[src/rtl/ifetch_unit.sv]
// ifetch_unit: miniRV fetch stage owning the PC, single outstanding req/gnt/rvalid fetch, valid/ready to decode.
// Define IFETCH_MISALIGN_CHECK_EN to trap misaligned commit targets into a sticky fault state.
module ifetch_unit #(
  parameter logic [31:0] RESET_PC = 32'h0000_0000
) (
  input  logic        clk,
  input  logic        rst_n,
  input  logic [31:0] npc,
  input  logic        npc_we,
  output logic        irom_req,
  output logic [31:0] irom_addr,
  input  logic        irom_gnt,
  input  logic        irom_rvalid,
  input  logic [31:0] irom_rdata,
  output logic [31:0] inst,
  output logic [31:0] inst_pc,
  output logic [31:0] inst_pc4,
  output logic        inst_valid,
  input  logic        inst_ready,
  output logic        fetch_fault
);
  localparam logic [2:0] S_REQ  = 3'd0;
  localparam logic [2:0] S_WAIT = 3'd1;
  localparam logic [2:0] S_HOLD = 3'd2;
  localparam logic [2:0] S_EXEC = 3'd3;
`ifdef IFETCH_MISALIGN_CHECK_EN
  localparam logic [2:0] S_FAULT = 3'd4;
`endif
  logic [2:0]  state_q, state_d;
  logic [31:0] pc_q, pc_d, inst_q, inst_d, inst_pc_q, inst_pc_d;
  logic        fetch_done, commit, bad;
  assign fetch_done = (state_q == S_REQ && irom_gnt && irom_rvalid) || (state_q == S_WAIT && irom_rvalid);
  assign commit     = npc_we && ((state_q == S_HOLD && inst_ready) || state_q == S_EXEC);
`ifdef IFETCH_MISALIGN_CHECK_EN
  assign bad = commit && (npc[1:0] != 2'b00);
`else
  assign bad = 1'b0;
`endif
  always_comb begin
    state_d   = state_q;
    pc_d      = pc_q;
    inst_d    = inst_q;
    inst_pc_d = inst_pc_q;
    if (fetch_done) begin
      inst_d    = irom_rdata;
      inst_pc_d = pc_q;
      state_d   = S_HOLD;
    end else if (state_q == S_REQ && irom_gnt) begin
      state_d = S_WAIT;
    end
    if (state_q == S_HOLD && inst_ready) state_d = S_EXEC;
    if (commit) begin
      pc_d    = npc & ~32'h3;
      state_d = S_REQ;
    end
`ifdef IFETCH_MISALIGN_CHECK_EN
    if (bad) begin
      pc_d    = pc_q;
      state_d = S_FAULT;
    end
`endif
  end
  always_ff @(posedge clk) begin
    if (!rst_n) begin
      state_q   <= S_REQ;
      pc_q      <= RESET_PC;
      inst_q    <= 32'h0;
      inst_pc_q <= RESET_PC;
    end else begin
      state_q   <= state_d;
      pc_q      <= pc_d;
      inst_q    <= inst_d;
      inst_pc_q <= inst_pc_d;
    end
  end
`ifdef IFETCH_MISALIGN_CHECK_EN
  logic fault_q;
  always_ff @(posedge clk) fault_q <= !rst_n ? 1'b0 : (fault_q | bad);
  assign fetch_fault = fault_q;
`else
  assign fetch_fault = bad;
`endif
  assign irom_req   = rst_n && state_q == S_REQ;
  assign irom_addr  = pc_q;
  assign inst       = inst_q;
  assign inst_pc    = inst_pc_q;
  assign inst_pc4   = inst_pc_q + 32'd4;
  assign inst_valid = state_q == S_HOLD;
endmodule

[config.mk]
export PLATFORM = sky130hd
export DESIGN_NAME = ifetch_unit
export DESIGN_NICKNAME = d
export VERILOG_FILES = /design/src/rtl/ifetch_unit.sv
export SDC_FILE = /design/constraint.sdc
export NUM_CORES = 1
export LEC_CHECK = 0
export ABC_AREA = 1
export BUFFER_PORTS_ARGS = -buffer_cell sky130_fd_sc_hd__buf_2
export CORE_ASPECT_RATIO = 1.75
export CORE_UTILIZATION = 40
export CTS_CLUSTER_SIZE = 24
export DETAILED_ROUTE_END_ITERATION = 12
export PLACE_DENSITY = 0.73
export SETUP_SLACK_MARGIN = 0.05
export SYNTH_ARGS = -nofsm -noshare
export SYNTH_HDL_FRONTEND = slang
export SYNTH_SLANG_ARGS = --single-unit
[constraint.sdc]
create_clock -name clk -period 1.3 [get_ports clk]
set_input_delay 0.195 -clock clk [delete_from_list [all_inputs] [get_ports clk]]
set_output_delay 0.195 -clock clk [all_outputs]
set_load 0.1 [all_outputs]
==> results.sh, run 1 <==
export IMPL_result_of_the_run="finished with violations"
export IMPL_violations="setup timing"
export IMPL_clk_transition_reported_paths_ps=70
export IMPL_drt_wl_total_um=16930
export IMPL_cp_slowest_stage_delay_ps=360
export IMPL_clkSinkCount=94
export IMPL_grt_usage=0.2712
export IMPL_utilization=0.8231
export IMPL_yosysWarningCount=0
export IMPL_global_route_overflow_total=0
export IMPL_worstPathMaxFanout=3
export IMPL_yosysMostFrequentCell="sky130_fd_sc_hd__nor2_1"
export IMPL_internal_power_uw=6252
export IMPL_place_detailed_hpwl_um=11680
export IMPL_total_leakage_power_uw=0.003640
export IMPL_routed_via_count=5084
export IMPL_maxCapViolations=0
export IMPL_synth_top_cells_by_count="sky130_fd_sc_hd__nor2_1, sky130_fd_sc_hd__dfxtp_1, sky130_fd_sc_hd__o21ai_0, sky130_fd_sc_hd__nand2_1, sky130_fd_sc_hd__inv_1"
export IMPL_yosys_area_share_xor_xnor=0.03064
export IMPL_hold_path_class="input pin to flip-flop"
export IMPL_yosys_mux_area_fraction=0
export IMPL_worstSetupEndpointType="primary output"
export IMPL_hold_violations=0
export IMPL_final_critical_path_share_of_the_clock_period=1.590
export IMPL_setup_total_negative_slack_ps=-18410
export IMPL_pwr_share_comb=0.425
export IMPL_synth_compound_area_frac=0.1856
export IMPL_die_area_um2=11150
export IMPL_count_of_nets_after_finishing=936
export IMPL_gp_congestion=0.9140
export IMPL_cts_hold_repair_buffers=0
export IMPL_timing_critical_path_cells="ha_4 -> inv_4 -> nor2_4 -> nand3b_1 -> nor2_1 -> nand2_1 -> nand2_4 -> buf_12"
export IMPL_total_power_uw=10630
export IMPL_synth_largest_area_cell="sky130_fd_sc_hd__dfxtp_1"
export IMPL_power_density_nw_per_um2=1247
export IMPL_worst_ir_drop_vdd_mv=1.308
export IMPL_synthesis_area_um2=4288
export IMPL_placeableCoreArea_um2=10360
export IMPL_synthSimpleGateAreaFrac=0.2206
export IMPL_critPathKind="flip-flop to primary output"
export IMPL_total_switching_power_uw=4379
export IMPL_synth_top_cells_by_area="sky130_fd_sc_hd__dfxtp_1, sky130_fd_sc_hd__o21ai_0, sky130_fd_sc_hd__nor2_1"
export IMPL_synth_edff_count=0
export IMPL_fmax_ghz=0.4837
export IMPL_post_synthesis_cell_count=598
export IMPL_detail_route_iter0_violations=178
export IMPL_p_seq_frac=0.312
export IMPL_initial_core_util=0.4138
export IMPL_worst_ep_required_time_ps=1110
export IMPL_setup_violations=32
export IMPL_power_share_clock=0.262
export IMPL_min_period_ps=2068
export IMPL_grt_antenna_before_repair=0
export IMPL_synth_ff_latch_count=94
export IMPL_power_switching_share=0.4119
export IMPL_timing_final_max_slew_violations=0
export IMPL_cts_tree="yes"
export IMPL_critPathTopFamily="simple AND/OR/NAND/NOR gates"
export IMPL_postSynth_asyncResetShare=0
export IMPL_synth_top_family_by_area="simple AND/OR/NAND/NOR gates"
export IMPL_floorplan_die_height_um=139.0
export IMPL_busiest_layer="met2"
export IMPL_synth_seq_area_share=0.4389
export IMPL_critPathSlowestCell="sky130_fd_sc_hd__dfxtp_4"
export IMPL_rsz0062_at_grt="yes"
export IMPL_area_delta_synth_final_pct=98.89
export IMPL_h_tree_depth=3
export IMPL_ys_types=26
export IMPL_post_route_worst_hold_slack_ps=98.01
export IMPL_adder_cell_fraction_of_synth_area=0.002918
export IMPL_die_w_um=80.27
export IMPL_post_route_ant_nets=0
export IMPL_final_critical_path_setup_slack_ps=-767.5
export IMPL_drt_drc_violations_left=0
export IMPL_first_pass_grt_wire_length_um=23090
export IMPL_count_of_buffers_from_port_buffering=191
export IMPL_pin_count_of_the_biggest_net_entering_global_routing=44
export IMPL_synthesis_area_per_instance_um2=7.170
export IMPL_numCtsBuffers=9
export IMPL_final_layout_size_suffix_gt1_frac=0.5425
export IMPL_detailedRoute_firstPassIterationCount=5
export IMPL_io_pins=201
export IMPL_setup_worst_path_start_class="flip-flop"
export IMPL_detail_route_wl_per_cell_um=16.98
export IMPL_ctsRootBufferMaster="sky130_fd_sc_hd__clkbuf_16"
export IMPL_critical_path_arrival_ps=1870
export IMPL_synth_top_flop_cell="sky130_fd_sc_hd__dfxtp_1"
export IMPL_placementRows=49
export IMPL_groute_layer_met1_usage=0.2714
export IMPL_clock_network_latency_to_the_later_pin_of_the_worst_skew_pair_ps=330
export IMPL_grt_pass1_vias=4895
export IMPL_skew_ps=5.290
export IMPL_use_met3=0.03026
export IMPL_antenna_diode_count=0
export IMPL_global_route_usage_met2=0.5115
export IMPL_via_per_inst=5.099
export IMPL_crit_buf_inv=2
export IMPL_clock_tree_buffer_depth=2
export IMPL_synthDominantCellAreaShare=0.4389
## final timing paths
| kind | end | cells past startpoint | from | slack [ps] |
|---|---|---|---|---|
| hold / removal | irom_addr[16]$_SDFFE_PN0P_ | 3 | npc[16] | 100 |
| setup / recovery | inst_pc4[20] | 8 | inst_pc[3]$_SDFFE_PN0P_ | -770 |
| hold reg to reg | inst[23]$_SDFFE_PN0P_ | 2 | inst[23]$_SDFFE_PN0P_ | 440 |
| setup reg to reg | inst[28]$_SDFFE_PN0P_ | 7 | state_q[0]$_SDFFE_PP0P_ | 50 |
## worst reg2reg max path, cell delays in order (launching register included)
cell and delay, ps:
sky130_fd_sc_hd__dfxtp_2 340, sky130_fd_sc_hd__inv_2 50, sky130_fd_sc_hd__nand2_4 80, sky130_fd_sc_hd__buf_4 140, sky130_fd_sc_hd__nand3_4 120, sky130_fd_sc_hd__buf_6 170
sky130_fd_sc_hd__o21ai_1 150, sky130_fd_sc_hd__a21oi_1 70
## per-layer routing
layer	share of wire	wire length [um]
met5	0	0
met4	0.059	1005
met2	0.57	9661
met1	0.34	5705
met3	0.033	561
## through the flow
step / setup WS, ps / instance area (um2) / std cells
6_report: -767.5 / 8528 / 997
5_1_grt: -821.4 / 8528 / 997
3_5_place_dp: -421.1 / 7242 / 950
3_3_place_gp: -369.5 / 7242 / 950
2_1_floorplan: -1234 / 4903 / 604
4_1_cts: -717.0 / 7936 / 973
## layout make-up
cell class / instances / area [um2]
sequential: 94 / 2008
timing repair buffer: 285 / 3029
clock inverter: 6 / 85.08
fill: 615 / 1833
multi-input combinational: 398 / 2703
inverter: 77 / 305.3
clock buffer: 10 / 239.0
tap: 127 / 158.9
## cell families after synthesis
logic type / count (synthesis)
AND/OR/NAND/NOR: 215
AO/OA/AOI/OAI: 159
buffers and inverters: 113
flip-flops: 94
XOR/XNOR: 15
adder cells (fa/ha/maj): 1
other: 1
## placed cells by master (no fill, tap or decap), types with 19 or more instances in the layout
cell type,Yosys,final
sky130_fd_sc_hd__a21oi_1,63,62
sky130_fd_sc_hd__dfxtp_4,0,20
sky130_fd_sc_hd__dfxtp_1,94,33
sky130_fd_sc_hd__nand2_1,84,46
sky130_fd_sc_hd__buf_12,0,68
sky130_fd_sc_hd__buf_2,10,67
sky130_fd_sc_hd__o21ai_0,88,35
sky130_fd_sc_hd__buf_4,7,118
sky130_fd_sc_hd__nand2_4,2,19
sky130_fd_sc_hd__dfxtp_2,0,41
sky130_fd_sc_hd__nor2_1,98,82
sky130_fd_sc_hd__nand2_2,3,20
sky130_fd_sc_hd__inv_1,74,70
sky130_fd_sc_hd__buf_6,7,25
sky130_fd_sc_hd__o21ai_1,8,58
## power by group through the flow
| stage | registers [uW] | clock network, uW | logic, uW |
|---|---|---|---|
| floorplan | 4870 | 0 | 1360 |
| global placement | 3330 | 0 | 4090 |
| detailed placement | 3340 | 0 | 4150 |
| CTS | 3290 | 2830 | 4270 |
| global route | 3340 | 2970 | 4670 |
| finish | 3320 | 2790 | 4520 |
## repair_timing
action,in CTS,in global routing
buffers inserted,7,20
cloned,0,8
pin swaps,15,33
endpoints found under the setup margin,106,100
resized for setup,112,119
## flip-flops by register name (all words and copies together), names as in the netlist
name,count
inst,32
inst_pc,30
irom_addr,30
state_q,2
Note: power is estimated with default switching activity, not from simulation.
==> run 2, diff against run 1 <==
--- a/config.mk
+++ b/config.mk
@@ -8,10 +8,10 @@
 export ABC_AREA = 1
 export BUFFER_PORTS_ARGS = -buffer_cell sky130_fd_sc_hd__buf_2
 export CORE_ASPECT_RATIO = 1.75
-export CORE_UTILIZATION = 40
+export CORE_UTILIZATION = 45
 export CTS_CLUSTER_SIZE = 24
 export DETAILED_ROUTE_END_ITERATION = 12
-export PLACE_DENSITY = 0.73
+export PLACE_DENSITY = 0.78
 export SETUP_SLACK_MARGIN = 0.05
 export SYNTH_ARGS = -nofsm -noshare
 export SYNTH_HDL_FRONTEND = slang
==> constraint.sdc (replaced) <==
create_clock -name clk -period 2.6 [get_ports clk]
set_input_delay 0.39 -clock clk [delete_from_list [all_inputs] [get_ports clk]]
set_output_delay 0.39 -clock clk [all_outputs]
set_load 0.1 [all_outputs]
==> results.sh, run 2 (synthesis gave the netlist of run 1 again) <==
export IMPL_final_critical_path_share_of_the_clock_period=0.9597
export IMPL_setup_worst_path_start_class="flip-flop"
export IMPL_tightest_slew_ps=511.8
export IMPL_clock_network_latency_to_the_later_pin_of_the_worst_skew_pair_ps=330
export IMPL_timing_reg2reg_worst_path_depth=6
export IMPL_cts_tree="yes"
export IMPL_multiInputGateArea_um2=2245
export IMPL_pin_count_of_the_biggest_net_entering_global_routing=63
export IMPL_hold_path_class="input pin to flip-flop"
export IMPL_clkSinkCount=94
export IMPL_antenna_diode_count=0
export IMPL_worstPathMaxFanout=3
export IMPL_ctsRootBufferMaster="sky130_fd_sc_hd__clkbuf_16"
export IMPL_detail_route_wl_per_cell_um=13.94
export IMPL_h_tree_depth=3
export IMPL_finish_instance_area_um2=5984
export IMPL_worstSetupEndpointType="primary output"
export IMPL_critPathCapture="inst_pc4[8]"
export IMPL_final_layout_size_suffix_gt1_frac=0.3590
export IMPL_worst_ir_drop_vdd_mv=0.5072
export IMPL_initial_core_util=0.4686
export IMPL_cts_hold_repair_buffers=0
export IMPL_die_area_um2=9938
export IMPL_detailedRoute_firstPassIterationCount=4
export IMPL_io_pins=201
export IMPL_critical_path_arrival_ps=2110
export IMPL_setup_total_negative_slack_ps=0
export IMPL_placement_setup_worst_slack_ps=334.7
export IMPL_post_route_ant_nets=0
export IMPL_rsz0062_at_grt="yes"
export IMPL_power_density_nw_per_um2=778.2
export IMPL_total_power_uw=4657
export IMPL_placementRows=46
export IMPL_grt_pass1_vias=4149
export IMPL_via_per_inst=4.933
export IMPL_total_leakage_power_uw=0.002767
export IMPL_count_of_buffers_from_port_buffering=191
export IMPL_n_fill_cell=842
export IMPL_layout_cells_most_common_list="sky130_fd_sc_hd__buf_2, sky130_fd_sc_hd__nor2_1, sky130_fd_sc_hd__o21ai_0"
export IMPL_reg2reg_setup_slack_ps=840
export IMPL_setup_violations=0
export IMPL_clk_transition_reported_paths_ps=60
export IMPL_count_of_nets_after_finishing=848
export IMPL_most_common_cell_after_layout_fill_and_taps_aside="sky130_fd_sc_hd__buf_2"
export IMPL_skew_ps=6.492
export IMPL_critPathKind="flip-flop to primary output"
export IMPL_place_detailed_hpwl_um=9726
export IMPL_startpoint="inst_pc[2]$_SDFFE_PN0P_"
export IMPL_numCtsBuffers=9
export IMPL_hold_violations=0
export IMPL_headroom_to_the_max_slew_limit=0.6583
export IMPL_clock_tree_buffer_depth=2
export IMPL_die_w_um=75.79
export IMPL_timing_final_max_slew_violations=0
export IMPL_final_seq_area_um2=1917
export IMPL_min_period_ps=2495
export IMPL_worst_ep_required_time_ps=2210
export IMPL_routed_via_count=4440
export IMPL_global_route_overflow_total=0
export IMPL_maxCapViolations=0
export IMPL_gp_congestion=0.8740
export IMPL_floorplan_die_height_um=131.1
export IMPL_placeableCoreArea_um2=9151
export IMPL_worstReg2RegEnd="inst_pc[10]$_SDFFE_PN0P_"
export IMPL_rr_startpoint="state_q[0]$_SDFFE_PP0P_"
export IMPL_result_of_the_run="complete, no violations"
export IMPL_drt_drc_violations_left=0
export IMPL_final_critical_path_setup_slack_ps=104.8
export IMPL_fmax_ghz=0.4008
export IMPL_area_delta_synth_final_pct=39.57
export IMPL_grt_usage=0.2625
export IMPL_largest_reg_flops=32
export IMPL_post_route_worst_hold_slack_ps=289.9
export IMPL_first_pass_grt_wire_length_um=19810
export IMPL_placed_standard_cell_area_um2=5628
export IMPL_drt_wl_total_um=12540
export IMPL_detail_route_iter0_violations=108
export IMPL_grt_antenna_before_repair=0
[run 2: cell types whose count changed in the layout (fill, tap and decap cells not counted), sizes merged]
cell,change
nand3,-1
clkinvlp,-1
clkinv,-3
buf,-85
[run 2: routing by layer]
| metal | track usage | vias to the layer above | share of wire |
|---|---|---|---|
| li1 | - | 2225 | - |
| met1 | 0.2689 | 2020 | 0.37 |
| met2 | 0.4656 | 159 | 0.54 |
| met3 | 0.05138 | 36 | 0.047 |
| met4 | 0.1533 | 0 | 0.049 |
| met5 | 0 | - | 0 |
[run 2: timing repair]
item,in CTS,in global routing
buffers inserted,0,2
gates resized for setup,5,6
pin swaps,0,1
endpoints found under the setup margin,6,7
[run 2: critical path, stage by stage (launching register included)]
cell and delay [ps]:
sky130_fd_sc_hd__dfxtp_4 370, sky130_fd_sc_hd__ha_1 250, sky130_fd_sc_hd__nand3_1 240, sky130_fd_sc_hd__nor2_4 230, sky130_fd_sc_hd__buf_12 120, sky130_fd_sc_hd__xor2_4 120
sky130_fd_sc_hd__buf_2 430
[run 2: through the flow]
stage	util	cells
detailed placement	0.6150	884
CTS	0.6490	898
finish	0.6540	900
global route	0.6540	900
floorplan	-	604
global placement	0.6150	884
[run 2: layout make-up]
cell class | instances | share of cell area
Multi-Input combinational cell | 397 | 0.3751
Sequential cell | 94 | 0.3203
Timing Repair Buffer | 198 | 0.1811
Inverter | 77 | 0.04892
Clock buffer | 12 | 0.03951
Tap cell | 120 | 0.02509
Clock inverter | 2 | 0.01004
[run 2: how the worst min path moves through the flow]
stage / start / endpoint / slack [ps] / cells past startpoint
2_1_floorplan: state_q[1]$_SDFFE_PP0P_ / state_q[1]$_SDFFE_PP0P_ / 540 / 2
3_3_place_gp: inst[20]$_SDFFE_PN0P_ / inst[20]$_SDFFE_PN0P_ / 430 / 2
3_5_place_dp: inst[26]$_SDFFE_PN0P_ / inst[26]$_SDFFE_PN0P_ / 430 / 2
4_1_cts: npc[28] / irom_addr[28]$_SDFFE_PN0P_ / 290 / 3
5_1_grt: npc[28] / irom_addr[28]$_SDFFE_PN0P_ / 290 / 3
6_report: npc[28] / irom_addr[28]$_SDFFE_PN0P_ / 290 / 3
[run 2: power by group]
| group | total (uW) | switching [uW] | internal [uW] |
|---|---|---|---|
| clock network | 1350 | 515 | 833 |
| registers | 1660 | 103 | 1560 |
| logic | 1650 | 1390 | 264 |
